[src/rtl/bus_arbiter_pkg.sv]
// Shared types and constants for the two-master memory-port arbiter.
// The command encoding matches controller_pkg READ/WRITE.
package bus_arbiter_pkg;

  localparam int unsigned ADDR_W          = 32;
  localparam int unsigned DATA_W          = 32;
  localparam int unsigned SEL_W           = 4;
  localparam int unsigned TIMEOUT_DEFAULT = 255;

  localparam logic OWNER_CORE = 1'b0;
  localparam logic OWNER_AUX  = 1'b1;

  localparam logic CMD_READ  = 1'b0;
  localparam logic CMD_WRITE = 1'b1;

  typedef enum logic [0:0] {
    ST_IDLE  = 1'b0,
    ST_GRANT = 1'b1
  } state_e;

  typedef struct packed {
    logic [ADDR_W-1:0] adr;
    logic [DATA_W-1:0] dat;
    logic [SEL_W-1:0]  sel;
    logic              we;
  } bus_req_t;

  // Round-robin pick: a tie goes to whoever did not own the bus last.
  function automatic logic pick_owner(input logic m0_req, input logic m1_req,
                                      input logic last_owner);
    if (m0_req && m1_req) begin
      return ~last_owner;
    end
    return m1_req ? OWNER_AUX : OWNER_CORE;
  endfunction

endpackage

[src/rtl/bus_timeout_counter.sv]
// Counts granted cycles without an acknowledge; flags the TIMEOUT-th one.
module bus_timeout_counter
  import bus_arbiter_pkg::*;
#(
  parameter int unsigned TIMEOUT = TIMEOUT_DEFAULT
) (
  input  logic clk,
  input  logic reset,
  input  logic clear,
  input  logic enable,
  output logic expired
);

  localparam int unsigned CNT_W = $clog2(TIMEOUT + 1);

  logic [CNT_W-1:0] cnt_q;

  always_ff @(posedge clk) begin
    if (reset) begin
      cnt_q <= '0;
    end else if (clear) begin
      cnt_q <= '0;
    end else if (enable) begin
      cnt_q <= cnt_q + CNT_W'(1);
    end
  end

  // cnt_q holds the number of earlier waiting cycles, so this is the TIMEOUT-th.
  assign expired = enable && (cnt_q == CNT_W'(TIMEOUT - 1));

endmodule

[src/rtl/bus_arbiter.sv]
// Two-master round-robin arbiter for the core's single memory port.
// Optional bus timeout error completion is enabled with BUS_TIMEOUT_EN.
module bus_arbiter
  import bus_arbiter_pkg::*;
#(
  parameter int unsigned TIMEOUT = TIMEOUT_DEFAULT
) (
  input  logic              clk,
  input  logic              reset,
  input  logic [ADDR_W-1:0] m0_adr_i,
  input  logic [DATA_W-1:0] m0_dat_i,
  input  logic [SEL_W-1:0]  m0_sel_i,
  input  logic              m0_we_i,
  input  logic              m0_stb_i,
  output logic              m0_ack_o,
  output logic              m0_err_o,
  output logic [DATA_W-1:0] m0_dat_o,
  input  logic [ADDR_W-1:0] m1_adr_i,
  input  logic [DATA_W-1:0] m1_dat_i,
  input  logic [SEL_W-1:0]  m1_sel_i,
  input  logic              m1_we_i,
  input  logic              m1_stb_i,
  output logic              m1_ack_o,
  output logic              m1_err_o,
  output logic [DATA_W-1:0] m1_dat_o,
  output logic [ADDR_W-1:0] adr_o,
  output logic [DATA_W-1:0] dat_o,
  output logic [SEL_W-1:0]  sel_o,
  output logic              we_o,
  output logic              stb_o,
  output logic              cyc_o,
  input  logic [DATA_W-1:0] dat_i,
  input  logic              ack_i,
  output logic [1:0]        grant_o
);

  state_e   state_q, state_d;
  logic     owner_q, owner_d;
  logic     last_owner_q, last_owner_d;
  logic     owner_stb;
  logic     timeout_hit;
  bus_req_t m0_req, m1_req, bus_req;

  assign m0_req = '{adr: m0_adr_i, dat: m0_dat_i, sel: m0_sel_i, we: m0_we_i};
  assign m1_req = '{adr: m1_adr_i, dat: m1_dat_i, sel: m1_sel_i, we: m1_we_i};

  assign owner_stb = (owner_q == OWNER_AUX) ? m1_stb_i : m0_stb_i;

`ifdef BUS_TIMEOUT_EN
  logic to_clear;
  logic to_enable;

  // Counter restarts while idle, so every grant begins from zero.
  assign to_clear  = (state_q == ST_IDLE);
  assign to_enable = (state_q == ST_GRANT) && !ack_i;

  bus_timeout_counter #(
    .TIMEOUT (TIMEOUT)
  ) u_timeout (
    .clk     (clk),
    .reset   (reset),
    .clear   (to_clear),
    .enable  (to_enable),
    .expired (timeout_hit)
  );
`else
  logic unused_timeout_cfg;

  assign unused_timeout_cfg = ^32'(TIMEOUT);
  assign timeout_hit        = 1'b0;
`endif

  // State and ownership registers.
  always_ff @(posedge clk) begin
    if (reset) begin
      state_q      <= ST_IDLE;
      owner_q      <= OWNER_CORE;
      last_owner_q <= OWNER_AUX;
    end else begin
      state_q      <= state_d;
      owner_q      <= owner_d;
      last_owner_q <= last_owner_d;
    end
  end

  // Next-state: arbitrate in IDLE, release on ack, abort or timeout.
  always_comb begin
    state_d      = state_q;
    owner_d      = owner_q;
    last_owner_d = last_owner_q;
    unique case (state_q)
      ST_IDLE: begin
        if (m0_stb_i || m1_stb_i) begin
          state_d      = ST_GRANT;
          owner_d      = pick_owner(m0_stb_i, m1_stb_i, last_owner_q);
          last_owner_d = owner_d;
        end
      end
      ST_GRANT: begin
        if (ack_i || !owner_stb || timeout_hit) begin
          state_d = ST_IDLE;
        end
      end
      default: begin
        state_d = ST_IDLE;
      end
    endcase
  end

  // Outputs: master 0's payload is parked on the slave port while idle.
  always_comb begin
    bus_req  = m0_req;
    stb_o    = 1'b0;
    cyc_o    = 1'b0;
    grant_o  = 2'b00;
    m0_ack_o = 1'b0;
    m1_ack_o = 1'b0;
    m0_err_o = 1'b0;
    m1_err_o = 1'b0;
    if (state_q == ST_GRANT) begin
      stb_o = 1'b1;
      cyc_o = 1'b1;
      if (owner_q == OWNER_AUX) begin
        bus_req  = m1_req;
        grant_o  = 2'b10;
        m1_ack_o = ack_i;
        m1_err_o = timeout_hit;
      end else begin
        grant_o  = 2'b01;
        m0_ack_o = ack_i;
        m0_err_o = timeout_hit;
      end
    end
  end

  assign adr_o    = bus_req.adr;
  assign dat_o    = bus_req.dat;
  assign sel_o    = bus_req.sel;
  assign we_o     = bus_req.we;
  assign m0_dat_o = dat_i;
  assign m1_dat_o = dat_i;

endmodule

[config.mk]
export PLATFORM = sky130hd
export DESIGN_NAME = bus_arbiter
export DESIGN_NICKNAME = d
export VERILOG_FILES = /design/src/rtl/bus_arbiter_pkg.sv /design/src/rtl/bus_timeout_counter.sv /design/src/rtl/bus_arbiter.sv
export SDC_FILE = /design/constraint.sdc
export NUM_CORES = 1
export LEC_CHECK = 0
export CAP_MARGIN = 30
export CORE_AREA = 2 2 122 124
export CTS_BUF_LIST = sky130_fd_sc_hd__clkbuf_16
export DETAILED_ROUTE_END_ITERATION = 7
export DIE_AREA = 0 0 124 126
export GPL_ROUTABILITY_DRIVEN = 0
export PLACE_DENSITY = 0.58
export SLEW_MARGIN = 20
export SYNTH_ARGS = -nofsm -noshare
export SYNTH_HDL_FRONTEND = slang
export SYNTH_SLANG_ARGS = --single-unit
[constraint.sdc]
create_clock -name clk -period 1.25 [get_ports clk]
set_input_delay 0.25 -clock clk [delete_from_list [all_inputs] [get_ports clk]]
set_output_delay 0.25 -clock clk [all_outputs]
set_load 0.02 [all_outputs]
==> results of run 1 <==
[metal layers]
layer	vias up	GRT usage (%)	wire length, µm
met3	39	3.170	1154
met5	-	0	0
li1	886	-	-
met1	856	7.680	2456
met4	0	4.296	363
met2	132	17.65	4609
[flip-flops by register name, indices dropped and copies added (netlist names)]
| register | flops |
|---|---|
| state_q | 1 |
| last_owner_q | 1 |
| owner_q | 1 |
[logic make-up (layout without fill, tap and decap cells)]
kind of cell	after synthesis	in the layout	share of synthesized area, %
muxes	70	70	56.26
other	1	3	0.2017
DFF	3	3	3.230
buffers and inverters	76	272	35.87
and+or+nand+nor	10	10	2.961
AOI/OAI and AO/OA	3	3	1.481
[power by group through the flow]
| stage | Combinational [µW] | Clock, µW | Sequential (µW) |
|---|---|---|---|
| after floorplan | 903 | 0 | 118 |
| after global placement | 1400 | 0 | 111 |
| after detailed placement | 1410 | 0 | 111 |
| after CTS | 1360 | 518 | 111 |
| after global routing | 1620 | 525 | 111 |
| final | 1540 | 504 | 111 |
[worst max path at each step]
stage / startpoint / endpoint / slack (ps) / depth (start not counted)
finish: state_q$_SDFF_PP0_ / dat_o[18] / -600 / 6
global route: state_q$_SDFF_PP0_ / dat_o[18] / -630 / 6
CTS: owner_q$_SDFFE_PP0P_ / adr_o[0] / -630 / 4
detailed placement: owner_q$_SDFFE_PP0P_ / dat_o[9] / -670 / 4
global placement: owner_q$_SDFFE_PP0P_ / dat_o[9] / -650 / 4
floorplan: state_q$_SDFF_PP0_ / adr_o[21] / -170 / 4
[through the flow]
stage          power (µW)  setup WS, ps  setup TNS, ps  std cells
6_report             2154        -600.3         -34670        545
4_1_cts              1990        -629.2         -34830        513
2_1_floorplan        1021        -173.7         -11120        164
3_3_place_gp         1509        -649.2         -42880        500
3_5_place_dp         1520        -665.6         -44110        500
5_1_grt              2257        -626.8         -37240        544
[worst max-delay path: stages, from the launching register on]
cell	delay [ps]
dfxtp_4	330
and2_4	190
buf_4	150
buf_12	130
buf_4	130
mux2_4	290
clkbuf_2	160
[area by class of cell]
type / instances / area, µm² / area share, %
Timing Repair Buffer: 267 / 2693 / 63.76
Antenna cell: 1 / 2.502 / 0.05926
Clock buffer: 3 / 75.07 / 1.778
Clock inverter: 1 / 3.754 / 0.08889
Multi-Input combinational cell: 85 / 1150 / 27.23
Tap cell: 184 / 230.2 / 5.452
Inverter: 1 / 3.754 / 0.08889
Sequential cell: 3 / 65.06 / 1.541
[repair_timing]
action | 4_1_cts | 5_1_grt
setup endpoints to repair | 74 | 74
gates resized for setup | 312 | 126
hold buffers | 0 | 0
pin swaps | 1 | 2
gates cloned | 0 | 3
buffers inserted | 9 | 31
[cells in the final DEF (no fill, tap or decap), types with 3 or more instances in the layout]
master / count
nor2_1: 3
clkdlybuf4s50_1: 141
buf_12: 3
clkbuf_16: 5
buf_6: 77
buf_2: 11
mux2_4: 69
buf_4: 28
clkbuf_2: 3
==> impl_metrics.py, run 1 <==
metrics = {
    "sta": {
        "fin_hold_ws_ps": 500.0,
        "skew_ps": 5.402,
        "finalHoldViolCount": 0,
        "layout_min_cycle_time_ps": 1850,
        "rsz0062_at_grt": "yes",
        "fmax_ghz": 0.5404,
        "fin_crit_sh_pct": 148.0,
        "slew_viol_final": 0,
        "setup_viol": 73,
        "fin_ws_ps": -600.3,
    },
    "run_status": {
        "status": "finished with violations",
        "violations": "negative setup slack",
    },
    "setup_path": {
        "crit_fanout": 8,
        "path_class": "reg2out",
        "r2r-end": "last_owner_q$_SDFFE_PP1P_",
        "reg2reg_slack_ps": 60,
        "endpoint_kind": "output pin",
        "worstPathRequired_ps": 1000,
        "worst_r2r_startpoint": "state_q$_SDFF_PP0_",
        "crit_path_start_kind": "flip-flop",
        "r2r_cells": 5,
        "critPathArrivalTime_ps": 1600,
    },
    "global_route": {
        "grt_max_degree": 22,
        "gr-usage-all-layers_pct": 8.926,
        "grt_overflow": 0,
        "antenna_found_initial": 1,
        "grt_pass1_vias": 1878,
        "grt_pass1_wl_um": 10720,
    },
    "drt": {
        "firstDrtPassIters": 4,
        "totalWireLength_um": 8583,
        "drt-initial-drc-count": 21,
        "drc_errors": 0,
        "drtAntennaViolNets": 0,
        "viasPerCell": 3.510,
        "vias": 1913,
        "wire_per_inst_um": 15.75,
    },
    "die": {
        "io_pins": 316,
        "die_h_um": 126,
        "die_area_mm2": 0.01562,
        "start_util_pct": 12.99,
        "dieWidth_um": 124,
        "rows": 44,
        "coreArea_mm2": 0.01431,
    },
    "logic_synthesis": {
        "yosys_warnings": 0,
        "syn-cell-area_mm2": 0.001859,
        "synth_top_area_share_pct": 55.72,
        "synth_flop_cell": "dfxtp_1",
        "seq_area_frac_synth_pct": 3.230,
        "synthArstFlopShare_pct": 0,
        "ys_seq_elements": 3,
        "avgSynthCellArea_um2": 11.41,
        "yosysTopAreaCell": "mux2_4",
        "synthTopCellsByCount": "mux2_4, buf_4, buf_12",
        "synth.distinct_cells": 17,
        "syn_inst": 163,
        "yosysMostFrequentCell": "mux2_4",
        "synth_edf_count": 0,
        "synthTopCellsByArea": "mux2_4, buf_4, buf_12",
    },
    "finish": {
        "utilization_pct": 29.50,
        "drive_above_1_share_pct": 56.94,
        "design_area_mm2": 0.004223,
        "nFillCells": 1478,
        "area_growth_pct": 127.1,
        "fin_nets": 536,
    },
    "flow_run": {
        "drv_cap": 0,
    },
    "clock_network": {
        "cts.path.max_buffers": 2,
        "clockRootBuffer": "clkbuf_16",
        "clkSlewWorstSetupHoldPaths_ps": 30,
        "cts_tree": "yes",
        "htree_num_levels": 1,
        "insertion_delay_ps": 220,
        "cts.sinks": 3,
        "cts_buffers": 3,
    },
    "power": {
        "clkPwrFrac_pct": 23.4,
        "seq_power_share_pct": 5.1,
        "ir_worst_vdd_uv": 588.1,
        "p_comb_share_pct": 71.5,
        "power_density_mw_per_mm2": 510.2,
        "switching_share_pct": 29.22,
        "power.net_switching_uw": 629.5,
        "internal_power_uw": 1525,
        "total_leakage_power_uw": 0.001875,
    },
    "hold_path": {
        "hp-class": "in2out",
        "min_path_cells": 0,
        "hold_path.startpoint": "dat_i[20]",
        "hold_end": "m1_dat_o[20]",
    },
    "place": {
        "dpl.hpwl_um": 7076,
        "io_buffers": 217,
        "dpl_cell_area_mm2": 0.003714,
    },
}
Note: power is estimated with default switching activity, not from simulation.
==> inputs of run 2 (changes only) <==
--- a/config.mk
+++ b/config.mk
@@ -6,13 +6,13 @@
 export NUM_CORES = 1
 export LEC_CHECK = 0
 export CAP_MARGIN = 30
-export CORE_AREA = 2 2 122 124
+export CORE_AREA = 5 5 118 120
 export CTS_BUF_LIST = sky130_fd_sc_hd__clkbuf_16
 export DETAILED_ROUTE_END_ITERATION = 7
-export DIE_AREA = 0 0 124 126
+export DIE_AREA = 0 0 123 125
 export GPL_ROUTABILITY_DRIVEN = 0
-export PLACE_DENSITY = 0.58
-export SLEW_MARGIN = 20
+export PLACE_DENSITY = 0.64
+export SLEW_MARGIN = 10
 export SYNTH_ARGS = -nofsm -noshare
 export SYNTH_HDL_FRONTEND = slang
 export SYNTH_SLANG_ARGS = --single-unit
==> run 2 against run 1 <==
Against the previous run: the flow still finishes with violations (negative setup slack); fmax increased by 5.5%; worst hold slack got worse by 45 ps; global-route usage increased by 1.4 points; highest routed layer is now met5.
==> impl_metrics.py, run 2 (synthesis gave the netlist of run 1 again) <==
metrics = {
    "drt": {
        "met3WireLength_um": 1350,
        "wl_met2_um": 4570,
        "drtAntennaViolNets": 0,
        "totalWireLength_um": 9064,
        "wire_per_inst_um": 17.77,
        "viasPerCell": 3.598,
        "drc_errors": 0,
        "wl_met1_um": 2727,
        "firstDrtPassIters": 3,
        "top_layer": "met5",
        "drt-initial-drc-count": 28,
        "vias": 1835,
    },
    "power": {
        "power.net_switching_uw": 636.4,
        "switching_share_pct": 29.02,
        "p_comb_share_pct": 72.0,
        "clkPwrFrac_pct": 23.0,
        "ir_worst_vdd_uv": 348.0,
        "seq_power_share_pct": 5.0,
        "power_density_mw_per_mm2": 519.7,
        "total_leakage_power_uw": 0.001814,
        "internal_power_uw": 1556,
    },
    "global_route": {
        "grt_max_degree": 10,
        "antenna_found_initial": 1,
        "grt_pass1_wl_um": 12230,
        "grt_overflow": 0,
        "gr-usage-all-layers_pct": 10.34,
        "grt_pass1_vias": 1985,
    },
    "die": {
        "start_util_pct": 14.44,
        "coreArea_mm2": 0.01287,
        "die_h_um": 125,
        "rows": 42,
        "dieWidth_um": 123,
        "die_area_mm2": 0.01538,
        "io_pins": 316,
    },
    "finish": {
        "fin_nets": 510,
        "antenna_cells": 0,
        "design_area_mm2": 0.004219,
        "area_growth_pct": 126.9,
        "largestRegisters": "last_owner_q (1), owner_q (1), state_q (1)",
        "final_common_cell": "clkdlybuf4s50_1",
        "drive_above_1_share_pct": 53.89,
        "final_cell_mix": "clkdlybuf4s50_1, buf_6, mux2_4",
    },
    "clock_network": {
        "cts_buffers": 3,
        "clkSlewWorstSetupHoldPaths_ps": 30,
        "cts_tree": "yes",
        "clockRootBuffer": "clkbuf_16",
        "cts.path.max_buffers": 2,
        "cts.sinks": 3,
        "htree_num_levels": 1,
        "insertion_delay_ps": 220,
    },
    "hold_path": {
        "hold_path.startpoint": "ack_i",
        "hp-class": "in2reg",
        "min_path_cells": 4,
        "hold_end": "state_q$_SDFF_PP0_",
    },
    "sta": {
        "fmax_ghz": 0.5701,
        "finalHoldViolCount": 0,
        "setup_viol": 72,
        "rsz0062_at_grt": "yes",
        "slew_viol_final": 0,
        "fin_crit_sh_pct": 140.3,
        "skew_ps": 0.6819,
        "layout_min_cycle_time_ps": 1754,
        "fin_ws_ps": -504.1,
        "fin_hold_ws_ps": 455.4,
        "finalSetupTns_ps": -32890,
    },
    "run_status": {
        "status": "finished with violations",
        "violations": "negative setup slack",
    },
    "flow_run": {
        "drv_cap": 0,
    },
    "place": {
        "dpl_cell_area_mm2": 0.003671,
        "dpl.hpwl_um": 7148,
        "io_buffers": 217,
    },
    "setup_path": {
        "r2r-end": "last_owner_q$_SDFFE_PP1P_",
        "r2r_cells": 4,
        "crit_path_start_kind": "flip-flop",
        "endpoint_kind": "output pin",
        "crit_fanout": 9,
        "worstPathRequired_ps": 1000,
        "reg2reg_slack_ps": 120,
        "worst_r2r_startpoint": "state_q$_SDFF_PP0_",
        "path_class": "reg2out",
        "critPathArrivalTime_ps": 1500,
    },
}
[run 2: worst max-delay path by stage]
stage / to / slack (ps) / start
2_1_floorplan: adr_o[21] / -170 / state_q$_SDFF_PP0_
3_3_place_gp: dat_o[10] / -670 / owner_q$_SDFFE_PP0P_
3_5_place_dp: dat_o[10] / -680 / owner_q$_SDFFE_PP0P_
4_1_cts: adr_o[4] / -500 / state_q$_SDFF_PP0_
5_1_grt: sel_o[1] / -540 / state_q$_SDFF_PP0_
6_report: sel_o[1] / -500 / state_q$_SDFF_PP0_
[run 2: final cells by class]
type	instances	area (µm²)
Tap cell	176	220.2
Clock buffer	3	75.07
Fill cell	1305	8656
Timing Repair Buffer	241	2691
Inverter	1	6.256
Multi-Input combinational cell	85	1157
Sequential cell	3	65.06
Clock inverter	1	3.754
[run 2: timing repair]
action / in CTS / in global routing
resized for setup: 434 / 25
setup buffers: 6 / 3
endpoints found under the setup margin: 74 / 76
cloned: 7 / 3
pin swaps: 3 / 1
hold buffers: 0 / 0
[run 2: metrics by stage]
step / power [µW] / std cells / utilization, % / setup WS (ps)
after detailed placement: 1512 / 489 / 28.51 / -680.5
final: 2193 / 510 / 32.77 / -504.1
after global placement: 1498 / 489 / 28.51 / -668.7
after CTS: 2157 / 506 / 31.54 / -504.0
after floorplan: 1021 / 164 / - / -173.7
after global routing: 2288 / 510 / 32.77 / -544.8
[run 2: power groups by stage]
stage	sequential, µW	clock (µW)	combinational, µW
3_3_place_gp	110	0	1390
4_1_cts	110	511	1540
6_report	110	505	1580
3_5_place_dp	111	0	1400
2_1_floorplan	118	0	903
5_1_grt	112	519	1660
[run 2: worst max-delay path, cell delays in order, from the launching register on]
cell and delay [ps]:
dfxtp_4 330, and2_4 170, buf_12 160, buf_16 150, mux2_4 300, buf_2 160
[run 2: per-layer routing]
metal | track usage, % | up-vias
met3 | 3.975 | 50
met1 | 9.394 | 814
met5 | 0 | -
li1 | - | 837
met4 | 4.951 | 2
met2 | 19.65 | 132
==> inputs of run 3 (changes only) <==
--- a/config.mk
+++ b/config.mk
@@ -11,6 +11,7 @@
 export DETAILED_ROUTE_END_ITERATION = 7
 export DIE_AREA = 0 0 123 125
 export GPL_ROUTABILITY_DRIVEN = 0
+export MAX_ROUTING_LAYER = met4
 export PLACE_DENSITY = 0.64
 export SLEW_MARGIN = 10
 export SYNTH_ARGS = -nofsm -noshare
==> run 3 against run 2 <==
Against the previous run: the run still ends with negative setup slack left; count of clock-buffer cells in the layout unchanged; highest routed layer is now met4; first-iteration DRC count down 21%; global-route usage rose by 0.30 points; utilization about the same; sequential power about the same; power hardly changed; via count increased by 0.33%; worst hold slack is essentially flat.
==> impl_metrics.py, run 3 (synthesis gave the netlist of run 1 again) <==
metrics = {
    "run_status": {
        "status": "finished with violations",
        "violations": "negative setup slack",
    },
    "drt": {
        "drt-initial-drc-count": 22,
        "drtAntennaViolNets": 0,
        "wire_per_inst_um": 17.71,
        "totalWireLength_um": 9050,
        "vias": 1841,
        "drc_errors": 0,
        "firstDrtPassIters": 2,
        "viasPerCell": 3.603,
    },
    "setup_path": {
        "crit_fanout": 9,
        "path_class": "reg2out",
        "max_stage_delay_ps": 330,
        "endpoint_kind": "output pin",
        "r2r-end": "last_owner_q$_SDFFE_PP1P_",
        "worst_r2r_startpoint": "state_q$_SDFF_PP0_",
        "reg2reg_slack_ps": 120,
        "path_cells": "and2_4 -> buf_12 -> buf_16 -> mux2_4 -> buf_2",
        "crit_buf_inv": 3,
        "crit_path_start_kind": "flip-flop",
        "critical-path-top-delay-family": "buffers and inverters",
        "critPathArrivalTime_ps": 1500,
        "worstPathRequired_ps": 1000,
        "critPathSlowestCell": "dfxtp_4",
        "r2r_cells": 4,
    },
    "sta": {
        "fmax_ghz": 0.5705,
        "finalHoldViolCount": 0,
        "setup_viol": 72,
        "fin_crit_sh_pct": 140.2,
        "fin_ws_ps": -502.8,
        "layout_min_cycle_time_ps": 1753,
        "fin_hold_ws_ps": 455.6,
        "rsz0062_at_grt": "yes",
        "slew_viol_final": 0,
        "finalSetupTns_ps": -32860,
        "skew_ps": 0.6802,
    },
    "die": {
        "start_util_pct": 14.44,
        "die_h_um": 125,
        "die_area_mm2": 0.01538,
        "rows": 42,
        "io_pins": 316,
        "coreArea_mm2": 0.01287,
        "dieWidth_um": 123,
    },
    "hold_path": {
        "hp-class": "in2reg",
        "hold_end": "state_q$_SDFF_PP0_",
        "hold_path.startpoint": "ack_i",
        "min_path_cells": 4,
    },
    "clock_network": {
        "cts_buffers": 3,
        "insertion_delay_ps": 220,
        "htree_num_levels": 1,
        "cts.sinks": 3,
        "clockRootBuffer": "clkbuf_16",
        "cts_tree": "yes",
        "clkSlewWorstSetupHoldPaths_ps": 30,
        "cts_hold_buf": 0,
        "cts.path.max_buffers": 2,
    },
    "finish": {
        "final_cell_mix": "clkdlybuf4s50_1, buf_6, mux2_4",
        "fin_nets": 510,
        "area_growth_pct": 127.1,
        "drive_above_1_share_pct": 53.89,
        "largestRegisters": "last_owner_q (1), owner_q (1), state_q (1)",
        "final_common_cell": "clkdlybuf4s50_1",
    },
    "flow_run": {
        "drv_cap": 0,
    },
    "place": {
        "io_buffers": 217,
        "dpl.hpwl_um": 7148,
    },
    "power": {
        "total_leakage_power_uw": 0.001814,
        "p_total_uw": 2192,
        "ir_worst_vdd_uv": 348.0,
        "power_density_mw_per_mm2": 519.3,
    },
    "global_route": {
        "grt_max_degree": 10,
        "grt_pass1_vias": 1988,
        "gr-usage-all-layers_pct": 10.64,
        "grt_overflow": 0,
        "antenna_found_initial": 1,
        "grt_pass1_wl_um": 12230,
    },
}
## run 3: cell types whose count changed in the layout (fill, tap and decap cells not counted)
cell     previous run  this run
diode_2             0         1
## run 3: metrics by stage
stage,instances,cell area [µm²],utilization (%),worst slack [ps]
final,511,4222,32.79,-502.8
after global routing,511,4222,32.79,-544.8
after CTS,506,4060,31.54,-504.0
after detailed placement,489,3671,28.51,-680.5
after global placement,489,3671,28.51,-668.7
after floorplan,164,1867,-,-173.7
## run 3: metal layers
metal	vias up	GRT usage [%]	wire [µm]
met4	0	5.016	404
met5	-	-	0
met1	819	9.421	2721
met3	50	3.884	1353
met2	132	19.65	4571
li1	840	-	-
## run 3: timing repair
item	CTS	global route
endpoints found under the setup margin	74	76
cloned	7	3
buffers inserted	6	3
resized for setup	434	25
pin swaps	3	1
## run 3: final cells by class
cell class                      instances  area, µm²
Antenna cell                            1      2.502
Clock buffer                            3      75.07
Clock inverter                          1      3.754
Fill cell                            1306       8653
Inverter                                1      6.256
Multi-Input combinational cell         85       1157
Sequential cell                         3      65.06
Tap cell                              176      220.2
Timing Repair Buffer                  241       2691
## run 3: how the worst max path moves through the flow
stage	start	cells past startpoint	endpoint	slack (ps)
4_1_cts	state_q$_SDFF_PP0_	5	adr_o[4]	-500
6_report	state_q$_SDFF_PP0_	5	sel_o[1]	-500
5_1_grt	state_q$_SDFF_PP0_	5	sel_o[1]	-540
2_1_floorplan	state_q$_SDFF_PP0_	4	adr_o[21]	-170
3_3_place_gp	owner_q$_SDFFE_PP0P_	4	dat_o[10]	-670
3_5_place_dp	owner_q$_SDFFE_PP0P_	4	dat_o[10]	-680
## run 3: worst min-delay path, stage by stage
cell and delay, ps:
dlymetal6s2s_1 130, buf_4 130, o22a_2 110, nor2_1 30
## run 3: where the power goes
part | leakage (µW) | switching, µW | internal (µW)
registers | 0.0000258 | 4.74 | 105
logic | 0.00175 | 539 | 1040
clock network | 0.0000423 | 91.9 | 413
total | 0.00181 | 636 | 1560
